File: src/rtl/irda_dma_sched.sv
// DMA channel scheduler for the IrDA core: arbitrates TX fill and RX drain
// requests round-robin and sequences bounded bursts with per-beat acks.
module irda_dma_sched #(
    parameter int FIFO_POINTER_W = 4,
    parameter int MAX_BURST      = 8
) (
    input  logic                      wb_clk_i,
    input  logic                      wb_rst_i,
    input  logic                      use_dma,
    input  logic [FIFO_POINTER_W:0]   txfifo_count,
    input  logic [FIFO_POINTER_W:0]   rxfifo_count,
    input  logic [1:0]                tx_trigger_level,
    input  logic [1:0]                rx_trigger_level,
    input  logic                      rx_frame_end,
    output logic                      dma_req_o,
    output logic                      dma_dir_o,
    output logic [FIFO_POINTER_W:0]   burst_len_o,
    output logic                      dma_last_o,
    input  logic                      dma_ack_i,
    output logic                      dma_abort_o,
    output logic                      busy_o
);

    localparam int CW = FIFO_POINTER_W + 1;
    localparam int AW = FIFO_POINTER_W + 2;
    localparam logic [AW-1:0] DEPTH = AW'(2 ** FIFO_POINTER_W);
    localparam logic [AW-1:0] MAX_B = AW'(MAX_BURST);

    typedef enum logic [1:0] {
        S_IDLE,
        S_REQ,
        S_GAP
    } state_t;

    state_t        state, state_n;
    logic          ptr_tx, ptr_n;      // 0: RX has priority, 1: TX has priority
    logic          flush, flush_n;
    logic [CW-1:0] cnt, cnt_n;
    logic          dir, dir_n;
    logic [CW-1:0] len, len_n;
    logic          abort, abort_n;

    logic [AW-1:0] tx_free;
    logic [AW-1:0] rx_avail;
    logic [AW-1:0] avail;
    logic          tx_elig;
    logic          rx_elig;
    logic          grant;
    logic          grant_rx;

    function automatic logic [AW-1:0] level_of(input logic [1:0] t);
        logic [AW-1:0] l;
        case (t)
            2'b00:   l = AW'(1);
            2'b01:   l = DEPTH >> 2;
            2'b10:   l = DEPTH >> 1;
            default: l = DEPTH - AW'(2);
        endcase
        return l;
    endfunction

    assign tx_free  = DEPTH - {1'b0, txfifo_count};
    assign rx_avail = {1'b0, rxfifo_count};
    assign tx_elig  = use_dma & (tx_free >= level_of(tx_trigger_level));
    assign rx_elig  = use_dma & ((rx_avail >= level_of(rx_trigger_level)) |
                                 (flush & (rx_avail != '0)));
    assign grant_rx = rx_elig & (~tx_elig | ~ptr_tx);
    assign avail    = grant_rx ? rx_avail : tx_free;

    always_comb begin
        state_n = state;
        ptr_n   = ptr_tx;
        flush_n = flush;
        cnt_n   = cnt;
        dir_n   = dir;
        len_n   = len;
        abort_n = 1'b0;
        grant   = 1'b0;

        case (state)
            S_IDLE: begin
                if (tx_elig | rx_elig) begin
                    grant   = 1'b1;
                    state_n = S_REQ;
                    dir_n   = grant_rx;
                    len_n   = (avail > MAX_B) ? CW'(MAX_BURST) : avail[CW-1:0];
                    cnt_n   = (avail > MAX_B) ? CW'(MAX_BURST) : avail[CW-1:0];
                    ptr_n   = ~ptr_tx;
                end
            end
            S_REQ: begin
                // losing use_dma mid-burst takes precedence over a same-cycle ack
                if (!use_dma) begin
                    state_n = S_IDLE;
                    cnt_n   = '0;
                    abort_n = 1'b1;
                end else if (dma_ack_i) begin
                    if (cnt == CW'(1)) begin
                        state_n = S_GAP;
                        cnt_n   = '0;
                    end else begin
                        cnt_n = cnt - CW'(1);
                    end
                end
            end
            S_GAP: state_n = S_IDLE;
            default: state_n = S_IDLE;
        endcase

        if ((grant & grant_rx) | ((state == S_IDLE) & (rx_avail == '0)))
            flush_n = 1'b0;
        if (rx_frame_end)
            flush_n = 1'b1;
    end

    always_ff @(posedge wb_clk_i or negedge wb_rst_i) begin
        if (!wb_rst_i) begin
            state  <= S_IDLE;
            ptr_tx <= 1'b0;
            flush  <= 1'b0;
            cnt    <= '0;
            dir    <= 1'b0;
            len    <= '0;
            abort  <= 1'b0;
        end else begin
            state  <= state_n;
            ptr_tx <= ptr_n;
            flush  <= flush_n;
            cnt    <= cnt_n;
            dir    <= dir_n;
            len    <= len_n;
            abort  <= abort_n;
        end
    end

    assign dma_req_o   = (state == S_REQ);
    assign busy_o      = (state != S_IDLE);
    assign dma_last_o  = (state == S_REQ) & (cnt == CW'(1));
    assign dma_dir_o   = dir;
    assign burst_len_o = len;
    assign dma_abort_o = abort;

endmodule

File: config.mk
export PLATFORM = sky130hd
export DESIGN_NAME = irda_dma_sched
export DESIGN_NICKNAME = d
export VERILOG_FILES = /design/src/rtl/irda_dma_sched.sv
export SDC_FILE = /design/constraint.sdc
export NUM_CORES = 1
export LEC_CHECK = 0
export ABC_AREA = 1
export BUFFER_PORTS_ARGS = -buffer_cell sky130_fd_sc_hd__buf_4
export CORE_ASPECT_RATIO = 1.2
export CORE_MARGIN = 5
export CORE_UTILIZATION = 40
export DETAILED_ROUTE_END_ITERATION = 7
export PLACE_DENSITY = 0.67
export SYNTH_ARGS = -nofsm -noshare
export SYNTH_HDL_FRONTEND = slang
export SYNTH_SLANG_ARGS = --single-unit
File: constraint.sdc
create_clock -name wb_clk_i -period 2.4 [get_ports wb_clk_i]
set_input_delay 0.12 -clock wb_clk_i [delete_from_list [all_inputs] [get_ports wb_clk_i]]
set_output_delay 0.12 -clock wb_clk_i [all_outputs]
set_load 0.1 [all_outputs]
==> results.sh <==
export IMPL_grt_pass1_vias=1161
export IMPL_rsz0062_at_grt="no"
export IMPL_end_kind="flip-flop"
export IMPL_startpoint="txfifo_count[0]"
export IMPL_wl_per_cell_microns=10.58
export IMPL_ys_seq_area_share_pct=32.82
export IMPL_synth_distinct_cells=26
export IMPL_vias_per_cell=4.772
export IMPL_synth_top_family_by_area="simple AND/OR/NAND/NOR gates"
export IMPL_crit_type="primary input to flip-flop"
export IMPL_route_detailed_drc=0
export IMPL_cp_depth=16
export IMPL_maxSlewHeadroom_pct=81.75
export IMPL_rr_startpoint="state[1]"
export IMPL_endpoint="cnt[1]"
export IMPL_synthCells=175
export IMPL_syn_avg_cell_area_sq_um=6.971
export IMPL_die_h_microns=70.50
export IMPL_die_x_microns=60.42
export IMPL_antenna_found_initial=0
export IMPL_cts_root_buffer="clkbuf_4"
export IMPL_yosys_area_share_simple_pct=36.21
export IMPL_cts_tree="yes"
export IMPL_min_period_ns=1.825
export IMPL_timing_final_max_slew_violations=0
export IMPL_pin_count=29
export IMPL_clockBufferDepth=2
export IMPL_diodes=0
export IMPL_crit_family="simple AND/OR/NAND/NOR gates"
export IMPL_critPathMaxFanout=7
export IMPL_r2r_end="cnt[4]"
export IMPL_numPortBuffers=28
export IMPL_ctsResizeCount=0
export IMPL_skew_ns=0.008412
export IMPL_routed_wl_mm=2.603
export IMPL_p_leak_nw=0.8668
export IMPL_fmax_mhz=548.0
export IMPL_dieArea_sq_um=4259
export IMPL_period_share_pct=76.03
export IMPL_synth_mux_area_share_pct=0
export IMPL_grt_pass1_wl_mm=4.650
export IMPL_crit_path_max_incr_delay_ns=0.26
export IMPL_grt_max_degree=17
export IMPL_min_path_type="primary input to flip-flop"
export IMPL_synth_xor_area_share_pct=3.590
export IMPL_drtIter0Drc=24
export IMPL_numCtsBuffers=3
export IMPL_insertion_delay_ns=0.30
export IMPL_reg2reg_slack_ns=0.65
export IMPL_core_area_sq_um=3000
export IMPL_grt_overflow_total=0
export IMPL_nNetsFinal=241
export IMPL_worstSetupStartpointType="primary input"
export IMPL_yosysWarningCount=0
export IMPL_ys_seq_elements=16
export IMPL_synthFlopType="dfrtp_1"
export IMPL_place_area_sq_um=1488
export IMPL_peakVddDrop_mv=0.5728
export IMPL_start_util_pct=40.66
export IMPL_worst_ep_arrival_time_ns=2.06
export IMPL_cp_num_buf_inv=2
export IMPL_synth_edf_count=0
export IMPL_cts_htree_levels=1
export IMPL_synthArstFlopShare_pct=100.0
export IMPL_synth_compound_area_share_pct=7.179
export IMPL_fillers=305
export IMPL_powerDensity_nw_per_um2=1216
export IMPL_drive_gt1_share_pct=20.95
export IMPL_gp_congestion=0.7763
export IMPL_track_usage_pct=13.90
export IMPL_crit_path_cell_trace="buf_4, inv_1, ha_1, xnor2_1, ha_1, nand2_1, nand2_1, nand2_1, nand2_1, nand2_4, nand2_4, nand2_1, nand4_2, a21oi_1, nand2_1, a21boi_1"
export IMPL_synth_area_sq_um=1220
export IMPL_rows=22
export IMPL_pre_cts_slack_ns=0.2501
export IMPL_ant_nets=0
export IMPL_hold_viol=0
export IMPL_cts_setup_buffers=0
export IMPL_reg2reg_depth=9
export IMPL_vias=1174
export IMPL_fin_area_sq_um=1544
export IMPL_syn_nets=205
export IMPL_cts_hold_buf=2
export IMPL_finalSetupTns_ns=0
export IMPL_slowest_stage="ha_1"
export IMPL_setup_viol=0
export IMPL_dp_hpwl_mm=2.123
export IMPL_maxCapViolations=0
export IMPL_synthAdderAreaFrac_pct=11.28
export IMPL_cp_required_ns=2.64
export IMPL_cpMostUsedCell="nand2_1"
export IMPL_setup_ws_ns=0.5753
export IMPL_status="completed"
export IMPL_clkTransAtPathRegs_ns=0.10
export IMPL_area_growth_pct=26.56
export IMPL_worst_slew_pin_slew_ns=0.2727
export IMPL_cts_sinks=16
export IMPL_dr_pass1_iters=4
-- worst reg2reg max path, delay by kind of cell, from the launching register on --
family	cells	cell delay, ns
AO/OA/AOI/OAI	2	0.15
flip-flops	1	0.43
buffers and inverters	2	0.21
AND/OR/NAND/NOR	5	0.87
-- per-stage QoR --
| step | power [mW] | hold slack, ns | instances | utilization, % |
|---|---|---|---|---|
| global route | 2.030 | 0.02285 | 246 | 51.46 |
| CTS | 1.893 | 0.009497 | 246 | 51.46 |
| finish | 1.877 | 0.01184 | 246 | 51.46 |
| floorplan | 1.432 | -0.1756 | 175 | - |
| global placement | 1.700 | -0.006645 | 240 | 49.58 |
| detailed placement | 1.700 | -0.006792 | 240 | 49.58 |
-- cell families after synthesis --
| group | count (synthesis) |
|---|---|
| AOI/OAI and AO/OA | 16 |
| DFF | 16 |
| adders and majority gates | 11 |
| xor gates and xnor gates | 5 |
| buffers and inverters | 29 |
| and+or+nand+nor | 98 |
-- area by class of cell --
type / count / area (sq um) / area share [%]
clock buffers: 4 / 36.28 / 2.350
inverters: 29 / 108.9 / 7.050
multi-input cells: 130 / 715.7 / 46.35
repair buffers: 31 / 237.7 / 15.40
flip-flops and latches: 16 / 400.4 / 25.93
well taps: 36 / 45.04 / 2.917
-- power breakdown --
| group | internal, mW | switching, mW | total [mW] |
|---|---|---|---|
| Combinational | 0.328 | 0.918 | 1.25 |
| Clock | 0.0927 | 0.0934 | 0.186 |
| Sequential | 0.381 | 0.0641 | 0.445 |
-- synth_stat cells (all sizes together), types with 2 or more instances --
master  number  area, sq um
nand2       48        197.7
nor2        28        115.1
inv         26        97.60
dfrtp       16        400.4
nand3       16        80.08
ha          11        137.6
a21oi        6        30.03
o21ai        6        30.02
xor2         4        35.03
clkinv       3        11.26
a31oi        2        12.51
nand4        2        18.77
-- registers in the layout, indices dropped and copies added, names as in the netlist --
name / cells
flush: 1
dma_abort_o: 1
dma_dir_o: 1
cnt: 5
ptr_tx: 1
state: 2
burst_len_o: 5
-- cell usage in the layout (no fill, tap or decap), types with 2 or more instances in the layout --
cell type and count:
ha_1 11, nor2_2 3, nor2_1 24, a31oi_1 2
buf_4 29, inv_2 2, xor2_1 4, dfrtp_1 16
nand2_1 45, clkbuf_4 3, clkinv_1 3, nand2_4 2
a21oi_1 6, o21ai_1 3, o21ai_0 3, nand3_1 16
dlygate4sd3_1 2, inv_1 24
-- worst min path at each step --
stage | startpoint | endpoint | slack [ns] | depth (start not counted)
floorplan | wb_rst_i | burst_len_o[0] | -0.18 | 0
global placement | wb_rst_i | burst_len_o[4] | -0.007 | 1
detailed placement | wb_rst_i | burst_len_o[4] | -0.007 | 1
CTS | rx_frame_end | flush | 0.009 | 2
global route | rx_frame_end | flush | 0.02 | 2
finish | rx_frame_end | flush | 0.01 | 2
-- routing by layer --
| layer | global-route usage [%] | wire length [microns] | vias up | part of all wire (%) |
|---|---|---|---|---|
| met2 | 24.04 | 1318 | 23 | 51 |
| met1 | 16.42 | 1101 | 525 | 42 |
| met4 | 5.783 | 53 | 0 | 2.0 |
| met5 | 0 | 0 | - | 0 |
| met3 | 2.218 | 130 | 5 | 5.0 |
| li1 | - | - | 621 | - |
(Power assumes the default switching activity.)
